### config.mk
export PLATFORM = sky130hd
export DESIGN_NAME = spi_master
export DESIGN_NICKNAME = d
export VERILOG_FILES = /design/src/rtl/spi_master.sv
export SDC_FILE = /design/constraint.sdc
export NUM_CORES = 1
export LEC_CHECK = 0
export BUFFER_PORTS_ARGS = -buffer_cell sky130_fd_sc_hd__buf_2
export CAP_MARGIN = 30
export CELL_PAD_IN_SITES_DETAIL_PLACEMENT = 1
export CELL_PAD_IN_SITES_GLOBAL_PLACEMENT = 1
export CORE_ASPECT_RATIO = 0.8
export CORE_MARGIN = 1
export CORE_UTILIZATION = 25
export DETAILED_ROUTE_END_ITERATION = 16
export GPL_TIMING_DRIVEN = 0
export HOLD_SLACK_MARGIN = 0.15
export PLACE_DENSITY_LB_ADDON = 0.1
export SETUP_SLACK_MARGIN = 0.5
export SLEW_MARGIN = 0
export SYNTH_ARGS = -nofsm -noshare
export SYNTH_HDL_FRONTEND = slang
export SYNTH_SLANG_ARGS = --single-unit
### constraint.sdc
create_clock -name clk -period 3.4 [get_ports clk]
set_clock_uncertainty 0.15 [all_clocks]
set_input_delay 0.51 -clock clk [delete_from_list [all_inputs] [get_ports clk]]
set_output_delay 0.51 -clock clk [all_outputs]
set_load 0.02 [all_outputs]
### src/rtl/spi_master.sv
// Parametrised full-duplex SPI master: one BITS-wide word per start, runtime CPOL/CPHA.
// Build option: define SPI_MASTER_LSB_FIRST_EN to shift LSB first on mosi and miso.
module spi_master #(
  parameter int BITS = 8,
  parameter int HALF = 16
) (
  input  logic            clk,
  input  logic            rst,
  input  logic            start,
  input  logic [BITS-1:0] tx_data,
  input  logic            cpol,
  input  logic            cpha,
  input  logic            miso,
  output logic            sclk,
  output logic            mosi,
  output logic            cs_n,
  output logic [BITS-1:0] rx_data,
  output logic            busy,
  output logic            done
);

  localparam int CW = $clog2(BITS) + 1;
  localparam int HW = (HALF > 1) ? $clog2(HALF) : 1;
  localparam logic [HW-1:0] HALF_LAST = HW'(HALF - 1);
  localparam logic [CW-1:0] BIT_LAST  = CW'(BITS);

  typedef enum logic [2:0] {
    S_IDLE,
    S_SETUP,
    S_XFER,
    S_HOLD,
    S_DONE
  } state_t;

  state_t          state_q, state_d;
  logic [HW-1:0]   half_cnt_q, half_cnt_d;
  logic [CW-1:0]   bit_cnt_q, bit_cnt_d;
  logic            trail_q, trail_d;
  logic [BITS-1:0] tx_shift_q, tx_shift_d;
  logic [BITS-1:0] rx_shift_q, rx_shift_d;
  logic            cpol_q, cpol_d;
  logic            cpha_q, cpha_d;
  logic            sclk_q, sclk_d;
  logic            mosi_q, mosi_d;
  logic            cs_n_q, cs_n_d;
  logic [BITS-1:0] rx_data_q, rx_data_d;
  logic            busy_q, busy_d;
  logic            done_q, done_d;

  logic            half_end;
  logic [CW-1:0]   bit_cnt_inc;
  logic            tx_head;
  logic [BITS-1:0] tx_rest;
  logic            load_head;
  logic [BITS-1:0] load_rest;
  logic [BITS-1:0] rx_shifted;

  assign half_end    = (half_cnt_q == HALF_LAST);
  assign bit_cnt_inc = bit_cnt_q + CW'(1);

  // Bit order only changes which end of the shifters is used; timing is shared.
`ifdef SPI_MASTER_LSB_FIRST_EN
  assign tx_head    = tx_shift_q[0];
  assign tx_rest    = {1'b0, tx_shift_q[BITS-1:1]};
  assign load_head  = tx_data[0];
  assign load_rest  = {1'b0, tx_data[BITS-1:1]};
  assign rx_shifted = {miso, rx_shift_q[BITS-1:1]};
`else
  assign tx_head    = tx_shift_q[BITS-1];
  assign tx_rest    = {tx_shift_q[BITS-2:0], 1'b0};
  assign load_head  = tx_data[BITS-1];
  assign load_rest  = {tx_data[BITS-2:0], 1'b0};
  assign rx_shifted = {rx_shift_q[BITS-2:0], miso};
`endif

  always_comb begin
    state_d    = state_q;
    half_cnt_d = half_cnt_q;
    bit_cnt_d  = bit_cnt_q;
    trail_d    = trail_q;
    tx_shift_d = tx_shift_q;
    rx_shift_d = rx_shift_q;
    cpol_d     = cpol_q;
    cpha_d     = cpha_q;
    sclk_d     = sclk_q;
    mosi_d     = mosi_q;
    cs_n_d     = cs_n_q;
    rx_data_d  = rx_data_q;
    busy_d     = busy_q;
    done_d     = 1'b0;

    case (state_q)
      S_IDLE: begin
        sclk_d = cpol;
        mosi_d = 1'b0;
        cs_n_d = 1'b1;
        busy_d = 1'b0;
        if (start) begin
          state_d    = S_SETUP;
          cpol_d     = cpol;
          cpha_d     = cpha;
          half_cnt_d = '0;
          bit_cnt_d  = '0;
          trail_d    = 1'b0;
          rx_shift_d = '0;
          cs_n_d     = 1'b0;
          busy_d     = 1'b1;
          // cpha=0 presents the first bit before the first edge; cpha=1 drives it on that edge.
          if (cpha) begin
            mosi_d     = 1'b0;
            tx_shift_d = tx_data;
          end else begin
            mosi_d     = load_head;
            tx_shift_d = load_rest;
          end
        end
      end

      S_SETUP: begin
        sclk_d     = cpol_q;
        half_cnt_d = half_cnt_q + HW'(1);
        if (half_end) begin
          half_cnt_d = '0;
          state_d    = S_XFER;
        end
      end

      S_XFER: begin
        half_cnt_d = half_cnt_q + HW'(1);
        if (half_end) begin
          half_cnt_d = '0;
          sclk_d     = ~sclk_q;
          trail_d    = ~trail_q;
          // Leading edges sample when cpha=0, trailing edges when cpha=1.
          if (trail_q == cpha_q) begin
            rx_shift_d = rx_shifted;
          end
          if (!trail_q) begin
            if (cpha_q) begin
              mosi_d     = tx_head;
              tx_shift_d = tx_rest;
            end
          end else begin
            bit_cnt_d = bit_cnt_inc;
            if (bit_cnt_inc == BIT_LAST) begin
              state_d = S_HOLD;
            end else if (!cpha_q) begin
              mosi_d     = tx_head;
              tx_shift_d = tx_rest;
            end
          end
        end
      end

      S_HOLD: begin
        sclk_d     = cpol_q;
        half_cnt_d = half_cnt_q + HW'(1);
        if (half_end) begin
          half_cnt_d = '0;
          state_d    = S_DONE;
          done_d     = 1'b1;
          cs_n_d     = 1'b1;
          mosi_d     = 1'b0;
          rx_data_d  = rx_shift_q;
        end
      end

      S_DONE: begin
        state_d = S_IDLE;
        busy_d  = 1'b0;
        sclk_d  = cpol;
      end

      default: begin
        state_d = S_IDLE;
        busy_d  = 1'b0;
        cs_n_d  = 1'b1;
        mosi_d  = 1'b0;
      end
    endcase
  end

  always_ff @(posedge clk) begin
    if (rst) begin
      state_q    <= S_IDLE;
      half_cnt_q <= '0;
      bit_cnt_q  <= '0;
      trail_q    <= 1'b0;
      tx_shift_q <= '0;
      rx_shift_q <= '0;
      cpol_q     <= 1'b0;
      cpha_q     <= 1'b0;
      sclk_q     <= 1'b0;
      mosi_q     <= 1'b0;
      cs_n_q     <= 1'b1;
      rx_data_q  <= '0;
      busy_q     <= 1'b0;
      done_q     <= 1'b0;
    end else begin
      state_q    <= state_d;
      half_cnt_q <= half_cnt_d;
      bit_cnt_q  <= bit_cnt_d;
      trail_q    <= trail_d;
      tx_shift_q <= tx_shift_d;
      rx_shift_q <= rx_shift_d;
      cpol_q     <= cpol_d;
      cpha_q     <= cpha_d;
      sclk_q     <= sclk_d;
      mosi_q     <= mosi_d;
      cs_n_q     <= cs_n_d;
      rx_data_q  <= rx_data_d;
      busy_q     <= busy_d;
      done_q     <= done_d;
    end
  end

  assign sclk    = sclk_q;
  assign mosi    = mosi_q;
  assign cs_n    = cs_n_q;
  assign rx_data = rx_data_q;
  assign busy    = busy_q;
  assign done    = done_q;

endmodule

### After elaboration in Yosys (flattened, before gate mapping)

Index checks and enable logic that the tools add are counted.
W data, S select, Z words.

* mux-type cells: 45
* equal/unequal tests: 17
* $add $sub $neg: 2
* bitwise operators: 5
* reduce and logical (&&, ||, !) cells: 21

Operators with widths (number)
* $mux W8: 10
* $pmux W8 S2: 2
* $mux W3: 6
* $reduce_and A6 Y1: 3
* $mux W4: 4
* $pmux W4 S2: 2
* $mux W1: 15
* $ne A2 B2 Y1 const B: 7
* $pmux W3 S4: 1
* $reduce_and A2 Y1: 5
* $ne A3 B3 Y1 const B: 3
* $add A4 B1 Y4 const B: 2
* $eq A4 B4 Y1 const B: 2
* $reduce_and A4 Y1: 2
* $reduce_or A2 Y1: 4
* $eq A3 B2 Y1 const B: 2
* $pmux W1 S3: 2
* $reduce_or A3 Y1: 2
* $not A1 Y1: 5
* $pmux W1 S2: 2
* $pmux W1 S4: 1
* $reduce_bool A2 Y1: 2
* $eq A3 B1 Y1 const B: 1
* $eq A3 B3 Y1 const B: 1
* other kinds (4): 4

* logic and storage cells: 104
* register bits: 43
* input port bits: 14

### Longest topological paths before layout

Gate-level depths: netlist of the first run.

* depth in word-level cells: 6
* depth in mapped cells: 8

### Worst setup path after synthesis of the first run

OpenSTA, ideal clock, no wires.

* path type: register to register
* start: reg half_cnt_q[0]
* end: reg tx_shift_q[1]
* data required time: 3122 ps
* arrival time: 1565 ps
* clock period less this slack: 1843 ps
* stages on the path, launching flop included: 8
* slack: 1557 ps
* path buffers: 1
* cells stage by stage: dfxtp_1 -> ha_1 -> and3_1 -> buf_2 -> a21oi_2 -> nor3_4 -> mux2i_1 -> nor2_1

* word-level cells in the longest chain between the ends: 3

Ends and longest elaborated chain
* start: declaration: RTL line 36 `logic [HW-1:0] half_cnt_q, half_cnt_d;`
* start signal: assignment: RTL line 201 `half_cnt_q <= half_cnt_d;`
* $eq A4 B4 Y1: RTL line 58 `assign half_end = (half_cnt_q == HALF_LAST);`
* $ne A2 B2 Y1 (no line)
* $reduce_and A6 Y1 (no line)
* end signal: assignment: RTL line 204 `tx_shift_q <= tx_shift_d;`
* end: declaration: RTL line 39 `logic [BITS-1:0] tx_shift_q, tx_shift_d;`

No other way between the ends.
A chain may end at the register's enable or synchronous reset.

### Final worst setup path of the first run

* start: reg half_cnt_q[0]
* end: reg tx_shift_q[2]

Same word-level chain as after synthesis.

==> flow_summary.yaml, run 1 <==
run_status:
  status: "finished clean"
finish:
  layout_common_cells: "44 x nor2_1, 43 x dfxtp_1, 27 x buf_2"
  drive_gt1_share_pct: 17.6
  layout.nets: 272
  area_growth_pct: 18.6
  antenna_cells: 0
  fin_area_um2: 2350
  layout_commonest_cell: "nor2_1"
  fin_util_pct: 31.3
global_route:
  grt_pass1_vias: 1714
  antenna_found_initial: 0
  gr-usage-all-layers_pct: 13.9
  overflow: 0
  grt_pass1_wl_um: 8640
  grt_start_max_net_pins: 14
drt:
  detail-route-antenna-nets: 0
  vias: 1657
  firstDrtPassIters: 4
  viasPerCell: 4.60
  totalWireLength_um: 5080
  met2_length_um: 2080
  top_layer: "met4"
  wl_met3_um: 160
  drt-met1-wl_um: 2760
  drt-initial-drc-count: 44
  drc_errors: 0
  wl_per_cell_um: 14.1
synthesis:
  ys_seq_elements: 43
  synth.avg_cell_area_um2: 8.90
  seq_area_frac_synth_pct: 43.4
  yosysTopAreaCellShare_pct: 43.4
  synth_nets: 241
  yosys_warnings: 0
  synth_area_leader_cell: "dfxtp_1"
  syn_area_um2: 1990
  synth.distinct_cells: 46
  synthTopCellsByArea: "dfxtp_1 43%, mux2i_1 12%, nor2_1 8.3%"
  postSynthCellCount: 223
run:
  maxCapViolCount: 0
pwr:
  p_leak_nw: 0.897
  max-vdd-ir-drop_uv: 189
  power_density_nw_per_um2: 437
floorplan:
  fp.coreArea_um2: 7530
  fp.dieW_um: 102
  core.rowCount: 28
  fp.dieH_um: 81.7
  die-area_um2: 8310
  io_pins: 27
  initial_utilization_pct: 26.4
placement:
  place_area_um2: 2240
  post-place-ws_ns: 1.19
  dp.final_hpwl_um: 3740
  io_buffers: 24
  place_congestion: 0.662
timing:
  tightest_slew_ns: 0.636
  setup-tns-final_ns: 0
  hold_viol: 0
  period_needed_ns: 2.15
  fmax_mhz: 465
  setup_ws_ns: 1.25
  rsz0062_at_grt: "no"
  report.final.slew_viol_count: 0
  finalSetupViolations: 0
  finalCritPeriodShare_pct: 63.3
  relSlewSlack_pct: 57.6
clock_tree:
  cts_sinks: 43
  cts_tree: "built"
  clk-insertion-delay-late_ns: 0.30
  htree_levels: 2
  ctsResizeCount: 0
  cts_hold_buf: 0
  clk_pin_slew_ns: 0.08
  cts_buffer_depth: 2
  cts_root_buf: "clkbuf_8"
  cts_buffers: 5
  post_cts_buffers: 0
critical_path:
  worst_ep_required_time_ns: 3.43
  start_kind: "register"
  path_class: "register to register"
  worstRegToRegCells: 7
  cp-end-kind: "register"
  path_max_fanout: 7
  cp.arrival_ns: 2.18
min_path:
  hp-class: "input pin to register"
  hold_depth: 3
==> critical path, cell delays in order (launching register included) <==
cell and delay, ns:
dfxtp_1 0.38, ha_1 0.20, and3_1 0.15, buf_2 0.18, a21oi_2 0.14, nor3_4 0.51
mux2i_1 0.26, nor2_1 0.05
==> sequential cells by signal, indices dropped and copies added, names as in the netlist <==
name and flops:
bit_cnt_q 4, mosi 1, done 1, tx_shift_q 8
cs_n 1, state_q 3, trail_q 1, cpol_q 1
rx_data 8, sclk 1, cpha_q 1, busy 1
half_cnt_q 4, rx_shift_q 8
==> Yosys cell counts (all sizes together) <==
cell type  number
mux2i          23
xor2            1
nand2b          1
or2             1
dfxtp          43
a22oi           9
nor3b           1
a2111oi         2
or3             2
nand3           4
mux2            1
ha              4
a211oi          2
buf             5
o31ai           1
o21ai          13
a32oi           2
nor2b           1
o21bai          2
nand3b          1
a31oi           2
nor4b           1
inv             4
xnor2           2
nand4           1
nand2          11
o22ai           2
nor2           45
or4             1
a21o            1
and2            1
or3b            1
a311o           1
clkbuf          8
and3            1
nor3            8
nand4b          1
a21bo           1
a21oi          12
==> cells by family after synthesis <==
kind of cell	count (synthesis)	synth area share, %
compound gates	50	16.4
xor+xnor	3	1.32
fa+ha+maj	4	2.52
buf+inv	17	3.59
flops	43	43.4
mux	24	12.2
simple gates	82	20.6
==> worst paths after layout <==
check / from / end / slack [ns]
max: half_cnt_q[0]$_SDFFE_PP0P_ / tx_shift_q[2]$_SDFFE_PP0P_ / 1.25
max reg2reg: half_cnt_q[0]$_SDFFE_PP0P_ / tx_shift_q[2]$_SDFFE_PP0P_ / 1.25
min reg2reg: tx_shift_q[0]$_SDFFE_PP0P_ / tx_shift_q[0]$_SDFFE_PP0P_ / 0.34
min: miso / rx_shift_q[0]$_SDFFE_PP0P_ / 0.30
==> stage by stage <==
stage	power (mW)	cells	hold WS, ns
2_1_floorplan	0.593	223	0.305
3_3_place_gp	0.623	352	0.318
3_5_place_dp	0.623	352	0.328
4_1_cts	1.05	360	0.295
5_1_grt	1.08	360	0.305
6_report	1.03	360	0.296
==> per-layer routing <==
layer,track usage [%],up-vias
met5,0,-
met4,5.22,0
met3,3.06,6
met2,20.3,26
met1,19.6,772
li1,-,853
==> layout make-up <==
| type | instances | area (µm²) |
|---|---|---|
| fillers | 932 | 5180 |
| multi-input cells | 163 | 1050 |
| flip-flops and latches | 43 | 861 |
| well taps | 105 | 131 |
| repair buffers | 24 | 120 |
| clock buffers | 6 | 82.6 |
| plain buffers | 13 | 56.3 |
| clock inverters | 2 | 35.0 |
| inverters | 4 | 15.0 |
==> report_power, final <==
part	switching, mW	internal (mW)	total (mW)
Combinational	0.0508	0.0339	0.0847
Sequential	0.00812	0.516	0.524
Clock	0.184	0.238	0.422
Total	0.243	0.787	1.03
(Power assumes the default switching activity.)
==> run 2: changes to the inputs <==
Clock period 3.4 ns to 2.2 ns, I/O delays scaled along.
==> run 2 against run 1 <==
  * Sequential share of layout area decreased by 6.5 points
  * Final cell count increased by 7.8%
  * Setup slack got worse by 0.85 ns
  * Clock-buffer cell count decreased by 1
  * Fmax increased by 19%
  * Power increased by 61%
  * Routed wire length increased by 12%
  * Sequential cell count unchanged
  * Core utilization increased by 7.6 points
  * Register-to-register slack got worse by 0.85 ns
  * Largest cell class unchanged
==> flow_summary.yaml, run 2 (synthesis gave the netlist of run 1 again) <==
run_status:
  status: "finished clean"
floorplan:
  initial_utilization_pct: 26.4
  fp.dieW_um: 102
  core.rowCount: 28
  fp.coreArea_um2: 7530
  fp.dieH_um: 81.7
  die-area_um2: 8310
  io_pins: 27
timing:
  report.final.slew_viol_count: 0
  finalSetupViolations: 0
  finalCritPeriodShare_pct: 82.0
  setup-tns-final_ns: 0
  fin_hold_ws_ns: 0.157
  fmax_mhz: 554
  setup_ws_ns: 0.397
  relSlewSlack_pct: 57.4
  rsz0062_at_grt: "yes"
  hold_viol: 0
  tightest_slew_ns: 0.640
  period_needed_ns: 1.80
finish:
  antenna_cells: 0
  drive_gt1_share_pct: 41.3
  layout.nets: 300
  layout_commonest_cell: "nor2_1"
  fin_cells: 388
  area_growth_pct: 47.6
  layout_common_cells: "39 x nor2_1, 35 x dfxtp_1, 24 x buf_2"
critical_path:
  critical_path.cell_chain: "ha_4, and3_4, buf_8, a21oi_4, buf_4, a21o_4, a22oi_1, nor2_1"
  path_class: "register to register"
  path_buf_inv: 2
  regToRegSetupSlack_ns: 0.40
  worst_ep_required_time_ns: 2.25
  cp-end-kind: "register"
  crit_path_max_incr_delay_ns: 0.37
  cp.arrival_ns: 1.85
  r2r-start: "half_cnt_q[0]$_SDFFE_PP0P_"
  path_max_fanout: 8
  crit_slowest_cell: "dfxtp_4"
  worstSetupStartpoint: "half_cnt_q[0]$_SDFFE_PP0P_"
  start_kind: "register"
  critical-path-top-delay-family: "compound AO/OA/AOI/OAI gates"
drt:
  viasPerCell: 4.67
  totalWireLength_um: 5710
  firstDrtPassIters: 4
  detail-route-antenna-nets: 0
  vias: 1813
  drc_errors: 0
  drt-initial-drc-count: 43
  wl_per_cell_um: 14.7
clock_tree:
  clk_pin_slew_ns: 0.10
  cts_sinks: 43
  clk-insertion-delay-late_ns: 0.30
  cts_buffer_depth: 2
  cts_tree: "built"
  cts_buffers: 5
  cts_root_buf: "clkbuf_8"
  htree_levels: 2
global_route:
  antenna_found_initial: 0
  grt_start_max_net_pins: 16
  grt_pass1_vias: 1750
  gr-usage-all-layers_pct: 14.4
  overflow: 0
  grt_pass1_wl_um: 8880
min_path:
  hp-class: "input pin to register"
  hold_start: "cpol"
placement:
  post-place-ws_ns: 0.0623
  place_congestion: 0.686
  placed_cells: 352
  dp.final_hpwl_um: 3760
  io_buffers: 24
pwr:
  power_density_nw_per_um2: 565
  p_leak_nw: 1.10
  power_mw: 1.66
  max-vdd-ir-drop_uv: 225
run:
  maxCapViolCount: 0
==> run 2: changes by cell type in the layout (fill, tap and decap cells not counted), moves of 5 or more <==
cell	previous run	this run
a22oi_1	9	2
a22oi_2	0	7
buf_4	1	19
buf_6	0	7
dfxtp_1	43	35
nor2_1	44	39
==> run 2: worst paths after layout <==
check,end,cells past startpoint
setup reg to reg,rx_shift_q[5]$_SDFFE_PP0P_,8
setup / recovery,rx_shift_q[5]$_SDFFE_PP0P_,8
hold / removal,cpol_q$_SDFFE_PP0P_,3
hold reg to reg,tx_shift_q[0]$_SDFFE_PP0P_,2
==> run 2: routing by layer <==
metal / global-route usage [%] / wire (µm) / up-vias
li1: - / - / 906
met1: 20.2 / 2990 / 877
met2: 21.4 / 2500 / 22
met3: 3.15 / 138 / 8
met4: 5.22 / 80 / 0
met5: 0 / 0 / -
==> run 2: metrics by stage <==
step	util, %	cell area [µm²]
after floorplan	-	2030
after global placement	30.3	2280
after detailed placement	30.3	2280
after CTS	34.7	2610
after global routing	38.9	2930
final	38.9	2930
==> run 2: cell type report <==
class	instances	area [µm²]
Clock inverter	3	47.5
Sequential cell	43	881
Fill cell	860	4600
Tap cell	105	131
Multi-Input combinational cell	163	1300
Clock buffer	5	68.8
Timing Repair Buffer	52	389
Inverter	4	15.0
Buffer	13	97.6
==> run 2: what timing repair did <==
action / CTS / global route
hold buffers: 1 / 0
setup buffers: 12 / 15
pin swaps: 8 / 30
endpoints found under the setup margin: 38 / 38
endpoints found under the hold margin: 1 / 0
resized for setup: 31 / 47
==> run 2: report_power, final <==
part | total, mW | switching, mW | internal, mW
Clock | 0.659 | 0.314 | 0.345
Sequential | 0.807 | 0.0131 | 0.794
Combinational | 0.190 | 0.100 | 0.0900
Total | 1.66 | 0.427 | 1.23
==> run 2: worst reg2reg max path: stages (launching register included) <==
cell and delay [ns]:
dfxtp_4 0.37, ha_4 0.14, and3_4 0.19, buf_8 0.14, a21oi_4 0.09, buf_4 0.15, a21o_4 0.23, a22oi_1 0.19
nor2_1 0.05
==> run 3: changes to the inputs <==
Settings changed: ABC_AREA set to 1.
Clock period 2.2 ns to 1.5 ns, I/O delays scaled along.
==> run 3 against run 2 <==
  * Hold slack got worse by 0.15 ns
  * Register-to-register slack lost 0.46 ns
  * The run now ends with negative setup slack left
  * Sequential power grew 93%
  * Critical path depth did not move
  * Sequential cell count stayed put
  * Sequential share of layout area fell by 0.95 points
  * Largest cell class unchanged
  * Highest routed layer unchanged
  * Critical endpoint is now tx_shift_q[4]$_SDFFE_PP0P_
  * Die area increased by 7.5%
  * Setup slack got worse by 0.46 ns
==> flow_summary.yaml, run 3 <==
synthesis:
  yosys_warnings: 0
  yosysMostFrequentCell: "nand2_1"
  synth.distinct_cells: 37
  synth_area_leader_cell: "dfxtp_1"
  postSynthCellCount: 280
  synth.avg_cell_area_um2: 7.63
  seq_area_frac_synth_pct: 40.3
  syn_area_um2: 2140
  synthTopCellsByCount: "56 x nand2_1, 43 x dfxtp_1, 34 x nor2_1"
  ys_seq_elements: 43
  synthTopCellsByArea: "dfxtp_1 40%, nand2_1 9.8%, a21oi_1 6.6%"
  synth_nets: 298
  async_flop_share_pct: 0
  synth_ff_type: "dfxtp_1"
  yosysTopAreaCellShare_pct: 40.3
  synth_edf_count: 0
clock_tree:
  cts_buffers: 5
  cts_sinks: 43
  htree_levels: 2
  cts_tree: "built"
  cts_buffer_depth: 2
  cts_root_buf: "clkbuf_8"
  clk_pin_slew_ns: 0.09
  clk-insertion-delay-late_ns: 0.30
finish:
  layout.nets: 357
  fin_cells: 448
  multi_input_area_um2: 1330
  fin_util_pct: 38.2
  fill_cells: 992
  layout_commonest_cell: "nand2_1"
  area_growth_pct: 44.6
  antenna_cells: 0
  drive_gt1_share_pct: 43.5
  regArea_um2: 900
  fin_area_um2: 3090
  layout_common_cells: "41 x nand2_1, 30 x nor2_1, 22 x dfxtp_1"
timing:
  relSlewSlack_pct: 68.1
  rsz0062_at_grt: "yes"
  fmax_mhz: 640
  finalSetupViolations: 27
  report.final.slew_viol_count: 0
  fin_hold_ws_ns: 0.00850
  tightest_slew_ns: 0.478
  setup-tns-final_ns: -0.904
  finalCritPeriodShare_pct: 104
  period_needed_ns: 1.56
  setup_ws_ns: -0.0629
  hold_viol: 0
drt:
  wl_per_cell_um: 14.1
  totalWireLength_um: 6320
  detail-route-antenna-nets: 0
  viasPerCell: 4.55
  vias: 2038
  firstDrtPassIters: 4
  drc_errors: 0
  drt-initial-drc-count: 56
run_status:
  violations: "negative setup slack"
  status: "complete, but fails checks"
global_route:
  antenna_found_initial: 0
  grt_pass1_vias: 2093
  overflow: 0
  grt_start_max_net_pins: 14
  gr-usage-all-layers_pct: 15.4
  grt_pass1_wl_um: 10800
placement:
  placed_cells: 413
  dp.final_hpwl_um: 4270
  post-place-ws_ns: -0.169
  place_area_um2: 2480
  place_congestion: 0.714
  io_buffers: 25
min_path:
  hold_start: "rst"
  hp-class: "input pin to register"
pwr:
  p_leak_nw: 1.23
  max-vdd-ir-drop_uv: 521
  power_density_nw_per_um2: 1650
  power_mw: 5.09
floorplan:
  die-area_um2: 8920
  fp.coreArea_um2: 8090
  fp.dieW_um: 105
  io_pins: 27
  initial_utilization_pct: 26.4
  fp.dieH_um: 84.7
  core.rowCount: 29
critical_path:
  cp.arrival_ns: 1.58
  path_class: "register to register"
  start_kind: "register"
  worstSetupStartpoint: "half_cnt_q[1]$_SDFFE_PP0P_"
  path_max_fanout: 8
  worst_ep_required_time_ns: 1.52
  cp-end-kind: "register"
  r2r-start: "half_cnt_q[1]$_SDFFE_PP0P_"
run:
  maxCapViolCount: 0
## run 3: area by class of cell
class,count,area share [%]
plain buffers,9,3.12
clock buffers,6,2.35
clock inverters,2,0.405
inverters,22,3.08
multi-input cells,207,42.9
flip-flops and latches,43,29.1
well taps,108,4.37
repair buffers,51,14.7
## run 3: path summary, 6_finish.rpt
check | end | slack [ns] | depth (start not counted)
max | tx_shift_q[4]$_SDFFE_PP0P_ | -0.06 | 8
min | half_cnt_q[2]$_SDFFE_PP0P_ | 0.008 | 2
max reg2reg | tx_shift_q[4]$_SDFFE_PP0P_ | -0.06 | 8
min reg2reg | cpol_q$_SDFFE_PP0P_ | 0.32 | 2
## run 3: what timing repair did
action,in CTS,in global routing
pin swaps,11,15
hold endpoints to repair,10,8
setup buffers,16,9
endpoints found under the setup margin,56,56
gates resized for setup,69,24
gates cloned,2,0
## run 3: critical path, cell delays in order (launching register included)
cell and delay (ns):
dfxtp_2 0.37, ha_4 0.15, nand3_4 0.14, nor2_8 0.16
nor2_4 0.07, nor2_8 0.16, nand2_8 0.11, nand2_1 0.07
a21oi_1 0.06
## run 3: metal layers
layer  wire length [µm]  GRT usage [%]  vias up
met2               2850           25.2       21
met4                 47           3.84        0
met1               3270           20.9      962
met5                  0              0        -
li1                   -              -     1050
met3                149           3.03        5
## run 3: kinds of logic (layout without fill, tap and decap cells)
group,count (synthesis),in the layout,synth area share (%)
simple gates,142,143,33.0
compound gates,58,58,15.1
flops,43,43,40.3
buf+inv,31,90,8.49
fa+ha+maj,4,4,2.34
xor+xnor,2,2,0.820
## run 3: power by group
group / switching, mW / internal, mW / total, mW
clock network: 0.428 / 0.327 / 0.754
registers: 0.189 / 1.37 / 1.56
logic: 1.54 / 1.24 / 2.78
total: 2.15 / 2.93 / 5.09
